<file path="config.mk">
export PLATFORM = sky130hd
export DESIGN_NAME = mvm_ctrl
export DESIGN_NICKNAME = d
export VERILOG_FILES = /design/src/rtl/mvm_pkg.sv /design/src/rtl/mvm_ctrl_cnt.sv /design/src/rtl/mvm_ctrl.sv
export SDC_FILE = /design/constraint.sdc
export NUM_CORES = 1
export LEC_CHECK = 0
export ABC_AREA = 1
export ABC_CLOCK_PERIOD_IN_PS = 1900
export BUFFER_PORTS_ARGS = -buffer_cell sky130_fd_sc_hd__buf_4
export CAP_MARGIN = 20
export CORE_MARGIN = 2
export CORE_UTILIZATION = 51
export CTS_BUF_LIST = sky130_fd_sc_hd__clkbuf_16
export CTS_CLUSTER_DIAMETER = 150
export DETAILED_ROUTE_END_ITERATION = 10
export PLACE_DENSITY = 0.77
export SLEW_MARGIN = 0
export SYNTH_ARGS = -nofsm -noshare
export SYNTH_HDL_FRONTEND = slang
export SYNTH_HIERARCHICAL = 1
export SYNTH_SLANG_ARGS = --single-unit
</file>
<file path="constraint.sdc">
create_clock -name clk -period 1.9 [get_ports clk]
set_input_delay 0.095 -clock clk [delete_from_list [all_inputs] [get_ports clk]]
set_output_delay 0.095 -clock clk [all_outputs]
set_load 0.01 [all_outputs]
</file>
<file path="src/rtl/mvm_pkg.sv">
// Shared types and constants for the matrix-vector multiply controller.
package mvm_pkg;

  typedef enum logic [2:0] {
    S_IDLE,
    S_LOAD_A,
    S_LOAD_X,
    S_COMPUTE,
    S_DRAIN,
    S_DONE,
    S_OUTPUT
  } state_t;

  localparam int DEF_M        = 4;
  localparam int DEF_N        = 4;
  localparam int DEF_PIPE_LAT = 2;

  // Index width that never collapses to zero bits for a size-1 range.
  function automatic int idx_w(input int n);
    return (n > 1) ? $clog2(n) : 1;
  endfunction

endpackage

</file>
<file path="src/rtl/mvm_ctrl_cnt.sv">
// Modulo counter with enable, synchronous clear and a wrap flag on the final count.
module mvm_ctrl_cnt
  import mvm_pkg::*;
#(
  parameter int MOD = 4,
  parameter int W   = idx_w(MOD)
) (
  input  logic         clk,
  input  logic         reset,
  input  logic         en,
  input  logic         clr,
  output logic [W-1:0] cnt,
  output logic         wrap
);

  assign wrap = en && (cnt == W'(MOD - 1));

  always_ff @(posedge clk or negedge reset) begin
    if (!reset) begin
      cnt <= '0;
    end else if (clr || wrap) begin
      cnt <= '0;
    end else if (en) begin
      cnt <= cnt + W'(1);
    end
  end

endmodule

</file>
<file path="src/rtl/mvm_ctrl.sv">
// Sequencer for an M x N matrix-vector multiply: load, compute, drain, output.
// Optional sticky dropped-command flag enabled by defining MVM_CTRL_CMD_ERR_EN.
module mvm_ctrl
  import mvm_pkg::*;
#(
  parameter int M        = DEF_M,
  parameter int N        = DEF_N,
  parameter int PIPE_LAT = DEF_PIPE_LAT
) (
  input  logic                    clk,
  input  logic                    reset,
  input  logic                    loadMatrix,
  input  logic                    loadVector,
  input  logic                    start,
  output logic [idx_w(M*N)-1:0]   addr_a,
  output logic                    wr_en_a,
  output logic [idx_w(N)-1:0]     addr_x,
  output logic                    wr_en_x,
  output logic                    acc_clear,
  output logic                    acc_en,
  output logic                    y_wr,
  output logic [idx_w(M)-1:0]     y_addr,
  output logic                    done,
  output logic                    out_valid,
  output logic [idx_w(M)-1:0]     out_sel,
  output logic                    busy
`ifdef MVM_CTRL_CMD_ERR_EN
  ,
  output logic                    cmd_err
`endif
);

  localparam int AW = idx_w(M*N);
  localparam int XW = idx_w(N);
  localparam int RW = idx_w(M);

  state_t          state;
  logic [XW-1:0]   k;
  logic [RW-1:0]   r;
  logic [RW-1:0]   o;
  logic            k_en, k_wrap, r_en, r_wrap, o_en, o_wrap;
  logic            issue;

  assign k_en  = (state == S_LOAD_A) || (state == S_LOAD_X) || (state == S_COMPUTE);
  assign r_en  = k_wrap && (state != S_LOAD_X);
  assign o_en  = (state == S_OUTPUT);
  assign issue = (state == S_COMPUTE);

  // Row counter only advances in matrix-walking states; all clear on exit.
  mvm_ctrl_cnt #(.MOD(N), .W(XW)) u_k (
    .clk(clk), .reset(reset), .en(k_en), .clr(!k_en), .cnt(k), .wrap(k_wrap)
  );
  mvm_ctrl_cnt #(.MOD(M), .W(RW)) u_r (
    .clk(clk), .reset(reset), .en(r_en),
    .clr(!((state == S_LOAD_A) || (state == S_COMPUTE))), .cnt(r), .wrap(r_wrap)
  );
  mvm_ctrl_cnt #(.MOD(M), .W(RW)) u_o (
    .clk(clk), .reset(reset), .en(o_en), .clr(!o_en), .cnt(o), .wrap(o_wrap)
  );

  // Issue-to-result delay line: valid is reset, payload is not.
  logic            vld_p   [PIPE_LAT];
  logic            first_p [PIPE_LAT];
  logic            last_p  [PIPE_LAT];
  logic [RW-1:0]   r_p     [PIPE_LAT];

  always_ff @(posedge clk or negedge reset) begin
    if (!reset) begin
      for (int i = 0; i < PIPE_LAT; i++) vld_p[i] <= 1'b0;
    end else begin
      vld_p[0] <= issue;
      for (int i = 1; i < PIPE_LAT; i++) vld_p[i] <= vld_p[i-1];
    end
  end

  always_ff @(posedge clk) begin
    first_p[0] <= (k == XW'(0));
    last_p[0]  <= (k == XW'(N - 1));
    r_p[0]     <= r;
    for (int i = 1; i < PIPE_LAT; i++) begin
      first_p[i] <= first_p[i-1];
      last_p[i]  <= last_p[i-1];
      r_p[i]     <= r_p[i-1];
    end
  end

  logic y_wr_int, last_row;
  assign y_wr_int = vld_p[PIPE_LAT-1] && last_p[PIPE_LAT-1];
  assign last_row = (r_p[PIPE_LAT-1] == RW'(M - 1));

  // Control FSM; DRAIN ends when the final row's result leaves the delay line.
  always_ff @(posedge clk or negedge reset) begin
    if (!reset) begin
      state <= S_IDLE;
    end else begin
      case (state)
        S_IDLE: begin
          if (loadMatrix)      state <= S_LOAD_A;
          else if (loadVector) state <= S_LOAD_X;
          else if (start)      state <= S_COMPUTE;
        end
        S_LOAD_A:  if (r_wrap) state <= S_IDLE;
        S_LOAD_X:  if (k_wrap) state <= S_IDLE;
        S_COMPUTE: if (r_wrap) state <= S_DRAIN;
        S_DRAIN:   if (y_wr_int && last_row) state <= S_DONE;
        S_DONE:    state <= S_OUTPUT;
        S_OUTPUT:  if (o_wrap) state <= S_IDLE;
        default:   state <= S_IDLE;
      endcase
    end
  end

  assign wr_en_a   = (state == S_LOAD_A);
  assign addr_a    = ((state == S_LOAD_A) || issue) ? AW'(int'(r) * N + int'(k)) : '0;
  assign wr_en_x   = (state == S_LOAD_X);
  assign addr_x    = ((state == S_LOAD_X) || issue) ? k : '0;
  assign acc_en    = vld_p[0];
  assign acc_clear = vld_p[0] && first_p[0];
  assign y_wr      = y_wr_int;
  assign y_addr    = y_wr_int ? r_p[PIPE_LAT-1] : '0;
  assign done      = (state == S_DONE);
  assign out_valid = (state == S_OUTPUT);
  assign out_sel   = o;
  assign busy      = (state != S_IDLE);

`ifdef MVM_CTRL_CMD_ERR_EN
  logic cmd_drop;
  always_comb begin
    cmd_drop = 1'b0;
    if (state == S_IDLE)
      cmd_drop = (loadMatrix && (loadVector || start)) || (loadVector && start);
    else
      cmd_drop = loadMatrix || loadVector || start;
  end

  always_ff @(posedge clk or negedge reset) begin
    if (!reset) cmd_err <= 1'b0;
    else if (cmd_drop) cmd_err <= 1'b1;
  end
`endif

endmodule

</file>
Yosys cells after proc, flatten, opt, wreduce, memory -nomap -nowiden
Memories as Yosys holds them, arrays and structs flattened.
Cells that the tools add are included.
{"block": "classes", "add_sub_neg": 4, "eq_ne": 17, "n_mux": 18, "reduce_logical": 24}
{"cell": "two-way mux 3 bit", "n": 8}
{"cell": "case mux 3 bit (7 select lines)", "n": 1}
{"cell": "two-way mux 2 bit", "n": 8}
{"cell": "== test 3 bit, second input constant", "n": 3}
{"cell": "== test 2 bit, second input constant", "n": 4}
{"cell": "inequality test 2 x 1 -> 1 bit, second input constant", "n": 4}
{"cell": "logical AND 1 bit", "n": 7}
{"cell": "logical OR 1 bit", "n": 7}
{"cell": "adder 2 x 1 -> 2 bit, second input constant", "n": 3}
{"cell": "== test 3 x 2 -> 1 bit, second input constant", "n": 2}
{"cell": "AND reduction 6 bit", "n": 1}
{"cell": "nonzero test 2 bit", "n": 3}
{"cell": "adder 4 x 2 -> 4 bit", "n": 1}
{"cell": "two-way mux 4 bit", "n": 1}
{"cell": "inequality test 4 bit, second input constant", "n": 1}
{"cell": "== test 3 x 1 -> 1 bit, second input constant", "n": 1}
{"cell": "zero test 1 bit", "n": 3}
{"cell": "zero test 3 bit", "n": 1}
{"cell": "inequality test 3 x 2 -> 1 bit, second input constant", "n": 1}
{"cell": "nonzero test 3 bit", "n": 1}
{"cell": "zero test 2 bit", "n": 1}
{"cell": "inequality test 2 bit, second input constant", "n": 1}
{"block": "word_totals", "regBits": 11, "ramBits": 8, "inputBits": 5, "out_inout_bits": 18, "word_cells": 72, "mem_count": 3}
{"memory": "r_p", "depth": 2, "width": 2, "read_ports": 2, "rd_clocked_by_memory_dff": 0, "wr": 2, "line_no": "mvm_ctrl.sv:65", "rtl": "logic [RW-1:0] r_p [PIPE_LAT];"}
{"memory": "first_p", "depth": 2, "width": 1, "read_ports": 1, "rd_clocked_by_memory_dff": 0, "wr": 2, "line_no": "mvm_ctrl.sv:63", "rtl": "logic first_p [PIPE_LAT];"}
{"memory": "last_p", "depth": 2, "width": 1, "read_ports": 2, "rd_clocked_by_memory_dff": 0, "wr": 2, "line_no": "mvm_ctrl.sv:64", "rtl": "logic last_p [PIPE_LAT];"}

Longest topological paths before layout
Gate-level depths: netlist of run 1.
{"block": "depth", "word_depth": 8, "depth_mapped": 14, "mapped_depth_nobuf": 13}

Hierarchy
The synthesis of run 1 kept the hierarchy.
{"mod": "mvm_ctrl", "n_inst": 1, "cells_each": 87, "area_per_inst_um2": 600.6, "seq_area_each_um2": 265.3}
{"mod": "mvm_ctrl_cnt", "n_inst": 3, "cells_each": 16, "area_per_inst_um2": 112.6, "seq_area_each_um2": 50.0}

Worst setup path before layout of run 1
OpenSTA, ideal clock, no wires.
{"block": "synth_timing", "kind": "register to register", "start": "register state[0]", "end": "register state[1]", "setup_time_ns": 0.117, "t_arrival_ns": 1.536, "t_required_ns": 1.783, "path_slack_ns": 0.247, "path_stages_with_launch": 15, "path_buffers": 1, "period_less_slack_ns": 1.653, "path_cell_list": "dfrtp_1 -> buf_6 -> nor2_2 -> nor2_1 -> nand2_1 -> inv_1 -> o21ai_0 -> inv_1 -> nand2_1 -> inv_1 -> inv_1 -> a21oi_4 -> nand2_1 -> nand2_1 -> nand2_1"}
{"block": "synth_via", "elab_chain_len": 8, "word_cells_on_any_way": 22, "cone_classes": "eq/ne (13); mux (1); reduce/logical (8)"}
{"item": "start, declared", "line_no": "mvm_ctrl.sv:37", "rtl": "state_t state;"}
{"item": "start signal, assigned", "line_no": "mvm_ctrl.sv:94", "rtl": "state <= S_IDLE;"}
{"item": "start signal, assigned", "line_no": "mvm_ctrl.sv:98", "rtl": "if (loadMatrix) state <= S_LOAD_A;"}
{"item": "start signal, assigned", "line_no": "mvm_ctrl.sv:99", "rtl": "else if (loadVector) state <= S_LOAD_X;"}
{"item": "== test 3 x 1 -> 1 bit / == test 3 x 2 -> 1 bit (equally long branches)", "line_no": "mvm_ctrl.sv:44", "rtl": "assign k_en = (state == S_LOAD_A) || (state == S_LOAD_X) || (state == S_COMPUTE);"}
{"item": "logical OR 1 bit", "line_no": "mvm_ctrl.sv:44"}
{"item": "logical OR 1 bit (*)", "line_no": "mvm_ctrl.sv:44"}
{"item": "via k_en", "line_no": "mvm_ctrl.sv:41", "rtl": "logic k_en, k_wrap, r_en, r_wrap, o_en, o_wrap;"}
{"item": "logical AND 1 bit (*)", "line_no": "mvm_ctrl_cnt.sv:16", "rtl": "assign wrap = en && (cnt == W'(MOD - 1));"}
{"item": "via k_wrap", "line_no": "mvm_ctrl.sv:41"}
{"item": "logical AND 1 bit (*)", "line_no": "mvm_ctrl.sv:45", "rtl": "assign r_en = k_wrap && (state != S_LOAD_X);"}
{"item": "via r_en", "line_no": "mvm_ctrl.sv:41"}
{"item": "logical AND 1 bit (*)", "line_no": "mvm_ctrl_cnt.sv:16"}
{"item": "via r_wrap", "line_no": "mvm_ctrl.sv:41"}
{"item": "inequality test 2 x 1 -> 1 bit (no line)"}
{"item": "AND reduction 6 bit (no line) (*)"}
The timed path passes the listed nets; every way through them passes the cells marked *.
A chain may end at the register's enable or synchronous reset.

Final worst setup path of run 1
Same ends and word-level chain as after synthesis.

==> impl_metrics.toml, run 1 <==
[status]
status = "finished, final reports clean"

[floorplanning]
coreArea_um2 = 1730
ioPinCount = 23
die_x_um = 46.9
rows = 15
initial_core_util_pct = 54.3
die-area_um2 = 2200
fp.dieH_um = 46.9

[critical_path]
startpoint = "state[0]$_DFFE_PN0P_"
r2r_setup_slack_ns = 0.27
crit_fanout = 8
path_class = "reg -> reg"
slowest_stage = "dfrtp_2"
worstReg2RegEnd = "state[1]$_DFFE_PN0P_"
max_stage_delay_ns = 0.43
reg2reg_depth = 13
r2r_start = "state[0]$_DFFE_PN0P_"
start_kind = "flip-flop"
crit_required_ns = 2.04
crit_chain = "nor2_2 > nor2_1 > nand2_1 > inv_1 > o21ai_0 > inv_1 > nand2_1 > inv_1 > inv_1 > a21oi_4 > nand2_1 > nand2_1 > nand2_1"
setup.worst_path.end = "state[1]$_DFFE_PN0P_"
arrival_ns = 1.77
crit_top_cell = "nand2_1"
cp-end-kind = "flip-flop"

[routing]
post-route-drc-count = 0
ant_nets = 0
vias = 842
drt_iter0_drc = 13
wl_per_cell_um = 9.88
routed_wirelength_um = 1860
dr.pass1.iters = 4
vias_per_cell = 4.48

[synthesis]
synthAdderAreaFrac_pct = 4.00
synthesis.nets = 143
synth_seq_cells = 18
muxShareOfSynthArea_pct = 0
ys_types = 16
syn-cell-area_um2 = 938
synthSimpleGateAreaFrac_pct = 30.1
synth_top_family_by_area = "simple AND/OR/NAND/NOR gates"
synth_xor_area_share_pct = 0
synth_compound_area_share_pct = 5.60
syn_inst = 135
yosysWarnings = 6
syn_avg_cell_area_um2 = 6.95
ys_seq_area_share_pct = 44.3

[min_path]
worstHoldPathCells = 4
min_path_type = "in -> reg"

[cells_and_area]
stdcell_count = 188
n_antenna_cell = 0
layout_commonest_cell = "nand2_1"
mostFrequentLayoutCells = "nand2_1, inv_1, buf_4"
drive_gt1_share_pct = 25.2
area_growth_pct = 31.1
nets = 172

[global_routing]
overflow = 0
grt_antenna_before_repair = 0
grt_max_degree = 12
grt_pass1_vias = 717
grt_pass1_wl_um = 2790
grt_util_all_layers_pct = 18.3

[sta]
worst_slew_pin_slew_ns = 0.206
relSlewSlack_pct = 86.3
setup_violations = 0
fin_crit_sh_pct = 86.0
timing.fmax_ghz = 0.612
slew_viol_final = 0
finalHoldViolCount = 0
rsz0062_at_grt = "false"
finalClockSkew_ns = 0.00214
period_needed_ns = 1.63
fin_setup_tns_ns = 0
layout_setup_ws_ns = 0.266

[place]
dp_slack_ns = 0.208
place_inst = 183
dp_hpwl_um = 1430
gp_congestion = 0.844
port-buffer-count = 22

[clock_network]
cts_tree = "built"
clk_latency_ns = 0.25
cts_setup_buffers = 0
numClockSinks = 18
cts_buffers = 3
cts_root_buffer = "clkbuf_16"
htree_levels = 1
cts.path.max_buffers = 2
clkTransAtPathRegs_ns = 0.05

[job]
maxCapViolCount = 0

[power]
totalPowerFinal_mw = 1.61
ir_drop_mv = 0.792
p_per_area_nw_per_um2 = 1310
p_leak_nw = 0.708
-- what timing repair did --
item | 4_1_cts | 5_1_grt
hold buffers | 1 | 0
gates resized for setup | 0 | 2
hold endpoints to repair | 11 | 0
setup endpoints to repair | 0 | 1
-- worst min-delay path by stage --
| stage | startpoint | endpoint | slack [ns] |
|---|---|---|---|
| after floorplan | reset | acc_en$_DFF_PN0_ | -0.20 |
| final | loadVector | state[0]$_DFFE_PN0P_ | 0.17 |
| after global placement | reset | vld_p[0]$_DFF_PN0_ | -0.06 |
| after detailed placement | reset | vld_p[0]$_DFF_PN0_ | -0.06 |
| after global routing | loadVector | state[0]$_DFFE_PN0P_ | 0.20 |
| after CTS | loadVector | state[0]$_DFFE_PN0P_ | 0.17 |
-- state kept, by name, summed over array words and instances, names as in the netlist --
name,cells
r_p,4
state,3
last_p,2
u_k/cnt,2
u_o/cnt,2
u_r/cnt,2
acc_en,1
first_p,1
vld_p,1
-- logic make-up (layout without fill, tap and decap cells) --
logic type | count (synthesis) | count (layout)
AND/OR/NAND/NOR | 68 | 68
AO/OA/AOI/OAI | 8 | 8
flip-flops | 18 | 18
buffers and inverters | 38 | 66
adder cells (fa/ha/maj) | 3 | 3
-- worst max-delay path: cells and delay by family (launching register included) --
| kind | cells | cell delay (ns) |
|---|---|---|
| compound gates | 2 | 0.25 |
| simple gates | 7 | 0.52 |
| buf+inv | 4 | 0.32 |
| flops | 1 | 0.43 |
-- cells in the mapped netlist (all sizes together) --
cell type  instances  share of area [%]
nor2              21                9.7
nand2             38                 15
buf                1                1.2
nand3              8                4.3
o21ai              2                1.1
or2                1               0.67
dfxtp              7                 15
inv               37                 15
dfrtp             11                 29
a31oi              1               0.67
a21oi              5                3.9
ha                 3                4.0
-- routing by layer --
metal  track usage (%)  share of wire [%]  routed length (um)  vias to the layer above
met5                 0                  0                   0                        -
met4              8.33               0.70                  13                        0
met3              3.46                3.4                  63                        2
met1              20.7                 45                 828                      375
met2              33.2                 51                 952                       16
li1                  -                  -                   -                      449
-- cell type report --
| type | instances | area [um^2] |
|---|---|---|
| Timing Repair Buffer | 25 | 190 |
| Tap cell | 25 | 31.3 |
| Sequential cell | 18 | 418 |
| Inverter | 37 | 139 |
| Fill cell | 155 | 497 |
| Multi-Input combinational cell | 79 | 373 |
| Clock buffer | 3 | 75.1 |
| Clock inverter | 1 | 3.75 |
-- stage by stage --
stage,area [um^2],hold slack (ns),util [%]
4_1_cts,1230,0.167,71.1
3_5_place_dp,1140,-0.0570,65.9
6_report,1230,0.166,71.2
3_3_place_gp,1140,-0.0605,65.9
2_1_floorplan,938,-0.201,-
5_1_grt,1230,0.195,71.2
-- report_power, final --
| group | switching, mW | total (mW) | internal (mW) |
|---|---|---|---|
| logic | 0.381 | 0.645 | 0.264 |
| registers | 0.0845 | 0.545 | 0.461 |
| clock network | 0.142 | 0.421 | 0.280 |
| total | 0.607 | 1.61 | 1.00 |
Note: power is estimated with default switching activity, not from simulation.
==> run 2, diff against run 1 <==
- ABC_CLOCK_PERIOD_IN_PS: 1900 -> 2100
- CORE_UTILIZATION: 51 -> 55
- PLACE_DENSITY: 0.77 -> 0.82
- clock period: 1.9 -> 2.1 ns (I/O delays scaled with it)
==> impl_metrics.toml, run 2 (synthesis results as in run 1) <==
[status]
status = "finished, final reports clean"

[cells_and_area]
largest_register_ffs = 4
nFillCells = 117
fin_util_pct = 78.0
drive_gt1_share_pct = 23.9
layout_commonest_cell = "nand2_1"
largest_registers = "r_p: 4 flops, state: 3 flops"
regMostFlops = "r_p"
nets = 172
stdcell_count = 179
n_antenna_cell = 0
design_area_um2 = 1220
area_growth_pct = 29.6
mostFrequentLayoutCells = "nand2_1, inv_1, buf_4"

[power]
switching_share_pct = 37.8
totalPowerFinal_mw = 1.45
pwr-share-comb_pct = 40.7
internal_power_mw = 0.906
p_clk_share_pct = 25.6
ir_drop_mv = 0.826
p_per_area_nw_per_um2 = 1200
power_switching_mw = 0.549
sequentialPowerShare_pct = 33.8
p_leak_nw = 0.710

[floorplanning]
ioPinCount = 23
rows = 14
initial_core_util_pct = 60.2
die_x_um = 45.3
die-area_um2 = 2050
coreArea_um2 = 1560
fp.dieH_um = 45.3

[routing]
ant_nets = 0
dr.pass1.iters = 4
drt_iter0_drc = 24
vias = 870
wl_per_cell_um = 10.8
vias_per_cell = 4.86
routed_wirelength_um = 1930
post-route-drc-count = 0

[min_path]
min_path_type = "in -> reg"

[global_routing]
grt_pass1_wl_um = 3340
grt_max_degree = 12
overflow = 0
grt_pass1_vias = 822
grt_util_all_layers_pct = 23.0
grt_antenna_before_repair = 0

[critical_path]
crit_fanout = 8
cp_num_buf_inv = 4
crit_family = "simple AND/OR/NAND/NOR gates"
slowest_stage = "dfrtp_1"
crit_chain = "nor2_2 > nor2_1 > nand2_1 > inv_1 > o21ai_0 > inv_1 > nand2_1 > inv_1 > inv_1 > a21oi_4 > nand2_1 > nand2_1 > nand2_1"
arrival_ns = 1.93
start_kind = "flip-flop"
cp-end-kind = "flip-flop"
crit_top_cell = "nand2_1"
max_stage_delay_ns = 0.48
path_class = "reg -> reg"
crit_required_ns = 2.24

[job]
maxCapViolCount = 0

[clock_network]
cts_buffers = 3
cts_resized = 0
htree_levels = 1
cts_root_buffer = "clkbuf_16"
cts_setup_buffers = 0
numClockSinks = 18
clkTransAtPathRegs_ns = 0.05
postCtsHoldBufs = 1
cts_tree = "built"
clk_latency_ns = 0.25
cts.path.max_buffers = 2

[place]
gp_congestion = 0.874
dp_hpwl_um = 1420
place_inst = 174
port-buffer-count = 22
place_area_um2 = 1130

[sta]
fin_setup_tns_ns = 0
rsz0062_at_grt = "false"
timing.fmax_ghz = 0.559
slew_viol_final = 0
fin_crit_sh_pct = 85.2
worst_slew_pin_slew_ns = 0.251
finalHoldViolCount = 0
finalClockSkew_ns = 0.000947
relSlewSlack_pct = 83.2
period_needed_ns = 1.79
setup_violations = 0
## run 2: power groups by stage
stage          Combinational, mW  Clock [mW]  Sequential [mW]
6_report                   0.592       0.372            0.491
5_1_grt                    0.674       0.400            0.504
4_1_cts                    0.593       0.383            0.491
3_5_place_dp               0.579           0            0.497
3_3_place_gp               0.561           0            0.492
2_1_floorplan              0.429           0            0.466
## run 2: worst paths after layout
check / slack (ns) / endpoint / start / cells past startpoint
setup reg to reg: 0.31 / state[1]$_DFFE_PN0P_ / state[0]$_DFFE_PN0P_ / 13
hold reg to reg: 0.33 / last_p[0][1]$_DFF_P_ / last_p[0][0]$_DFF_P_ / 0
hold / removal: 0.18 / state[0]$_DFFE_PN0P_ / loadVector / 4
min in group asynchronous: 0.24 / acc_en$_DFF_PN0_ / reset / 2
max in group asynchronous: 1.71 / u_r/cnt[1]$_DFFE_PN0P_ / reset / 2
setup / recovery: 0.31 / state[1]$_DFFE_PN0P_ / state[0]$_DFFE_PN0P_ / 13
## run 2: layout make-up
cell class                      instances  area, um^2  area share, %
Tap cell                               16        20.0           1.65
Timing Repair Buffer                   25         190           15.6
Clock buffer                            3        75.1           6.17
Clock inverter                          1        3.75          0.309
Multi-Input combinational cell         79         373           30.7
Inverter                               37         139           11.4
Sequential cell                        18         415           34.2
## run 2: worst min-delay path: cells and delay by family
kind | cells | cell delay (ns)
AOI/OAI and AO/OA | 1 | 0.08
and+or+nand+nor | 2 | 0.12
buffers and inverters | 1 | 0.08
## run 2: stage by stage
step	hold slack (ns)	setup WS, ns
finish	0.183	0.311
global route	0.203	0.0576
CTS	0.184	0.321
detailed placement	-0.0479	0.394
global placement	-0.0544	0.472
floorplan	-0.191	0.447
## run 2: layer usage
metal  track usage, %  part of all wire, %  up-vias
li1                 -                    -      448
met1             26.1                   41      394
met2             40.3                   52       24
met3             6.00                  5.7        4
met4             10.0                  1.1        0
met5                0                    0        -
==> run 3, diff against run 2 <==
- RECOVER_POWER: not set -> 50
==> impl_metrics.toml, run 3 (synthesis results as in run 1) <==
[status]
status = "finished, final reports clean"

[sta]
fin_crit_sh_pct = 85.5
relSlewSlack_pct = 57.5
worst_slew_pin_slew_ns = 0.637
layout_setup_ws_ns = 0.305
finalClockSkew_ns = 0.000951
timing.fmax_ghz = 0.557
finalHoldViolCount = 0
rsz0062_at_grt = "false"
fin_setup_tns_ns = 0
setup_violations = 0
period_needed_ns = 1.79
slew_viol_final = 0

[clock_network]
cts_setup_buffers = 0
htree_levels = 1
cts.path.max_buffers = 2
cts_buffers = 3
cts_root_buffer = "clkbuf_16"
clkTransAtPathRegs_ns = 0.05
clk_latency_ns = 0.25
cts_resized = 0
numClockSinks = 18
cts_tree = "built"

[cells_and_area]
regMostFlops = "r_p"
drive_gt1_share_pct = 20.9
largest_register_ffs = 4
nets = 172
design_area_um2 = 1200
area_growth_pct = 28.0
nFillCells = 124
stdcell_count = 179
n_antenna_cell = 0
largest_registers = "r_p: 4 flops, state: 3 flops"
layout_commonest_cell = "nand2_1"
mostFrequentLayoutCells = "nand2_1, inv_1, buf_4"

[critical_path]
arrival_ns = 1.93
reg2reg_depth = 13
start_kind = "flip-flop"
worstReg2RegEnd = "state[1]$_DFFE_PN0P_"
r2r_start = "state[0]$_DFFE_PN0P_"
path_class = "reg -> reg"
crit_fanout = 8
r2r_setup_slack_ns = 0.31
crit_required_ns = 2.24
cp-end-kind = "flip-flop"

[min_path]
min_path_type = "in -> reg"
worstHoldPathCells = 4
holdPathEnd = "state[0]$_DFFE_PN0P_"
hp-start = "loadVector"

[routing]
dr.pass1.iters = 4
post-route-drc-count = 0
vias = 873
routed_wirelength_um = 1940
ant_nets = 0
drt_iter0_drc = 23
vias_per_cell = 4.88
wl_per_cell_um = 10.8

[floorplanning]
die-area_um2 = 2050
fp.dieH_um = 45.3
die_x_um = 45.3
initial_core_util_pct = 60.2
rows = 14
coreArea_um2 = 1560
ioPinCount = 23

[job]
maxCapViolCount = 0

[global_routing]
grt_max_degree = 12
grt_pass1_vias = 822
grt_pass1_wl_um = 3340
grt_antenna_before_repair = 0
grt_util_all_layers_pct = 23.0
overflow = 0

[place]
gp_congestion = 0.874
dp_hpwl_um = 1420
place_area_um2 = 1130
dp_slack_ns = 0.394
port-buffer-count = 22
place_inst = 174

[power]
p_leak_nw = 0.694
p_per_area_nw_per_um2 = 1210
ir_drop_mv = 0.827
totalPowerFinal_mw = 1.45
-- run 3: changes by cell type in the layout (fill, tap and decap cells not counted) --
cell,previous run,this run
clkbuf_1,0,4
buf_4,24,20
inv_1,33,34
inv_2,4,3
-- run 3: final cells by class --
type / instances / area, um^2 / share of cell area (%)
Sequential cell: 18 / 415 / 34.6
Multi-Input combinational cell: 79 / 373 / 31.0
Timing Repair Buffer: 25 / 175 / 14.6
Inverter: 37 / 139 / 11.6
Clock buffer: 3 / 75.1 / 6.25
Tap cell: 16 / 20.0 / 1.67
Clock inverter: 1 / 3.75 / 0.313
-- run 3: repair_timing --
item                       in CTS  in global routing
setup endpoints to repair       0                  0
hold buffers                    1                  0
hold endpoints to repair       11                  0
-- run 3: power by group --
part           internal (mW)  total (mW)  switching, mW  leakage, nW
clock network          0.253       0.372          0.120       0.0385
registers              0.414       0.491         0.0776        0.204
logic                  0.234       0.587          0.354        0.451
total                  0.900        1.45          0.551        0.694
-- run 3: through the flow --
| stage | hold slack, ns | utilization (%) |
|---|---|---|
| 2_1_floorplan | -0.191 | - |
| 3_3_place_gp | -0.0544 | 72.3 |
| 3_5_place_dp | -0.0479 | 72.3 |
| 4_1_cts | 0.184 | 78.0 |
| 5_1_grt | 0.203 | 77.0 |
| 6_report | 0.183 | 77.0 |
-- run 3: how the worst max path moves through the flow --
| stage | from | endpoint | slack (ns) | cells after the start |
|---|---|---|---|---|
| floorplan | state[0]$_DFFE_PN0P_ | state[1]$_DFFE_PN0P_ | 0.45 | 14 |
| global placement | state[0]$_DFFE_PN0P_ | state[1]$_DFFE_PN0P_ | 0.47 | 13 |
| detailed placement | state[0]$_DFFE_PN0P_ | state[1]$_DFFE_PN0P_ | 0.39 | 13 |
| CTS | state[0]$_DFFE_PN0P_ | state[1]$_DFFE_PN0P_ | 0.32 | 13 |
| global route | state[0]$_DFFE_PN0P_ | state[1]$_DFFE_PN0P_ | 0.06 | 13 |
| finish | state[0]$_DFFE_PN0P_ | state[1]$_DFFE_PN0P_ | 0.31 | 13 |
-- run 3: worst max-delay path, stage by stage (launching register included) --
cell	delay, ns
dfrtp_1	0.48
nor2_2	0.10
nor2_1	0.15
nand2_1	0.10
inv_1	0.09
o21ai_0	0.09
inv_1	0.14
nand2_1	0.09
inv_1	0.06
inv_1	0.07
a21oi_4	0.18
nand2_1	0.07
nand2_1	0.06
nand2_1	0.05
-- run 3: per-layer routing --
| layer | share of wire (%) | global-route usage, % | vias to the layer above |
|---|---|---|---|
| met5 | 0 | 0 | - |
| met3 | 4.0 | 6.00 | 4 |
| li1 | - | - | 448 |
| met1 | 43 | 26.1 | 401 |
| met2 | 51 | 40.3 | 20 |
| met4 | 1.1 | 10.0 | 0 |
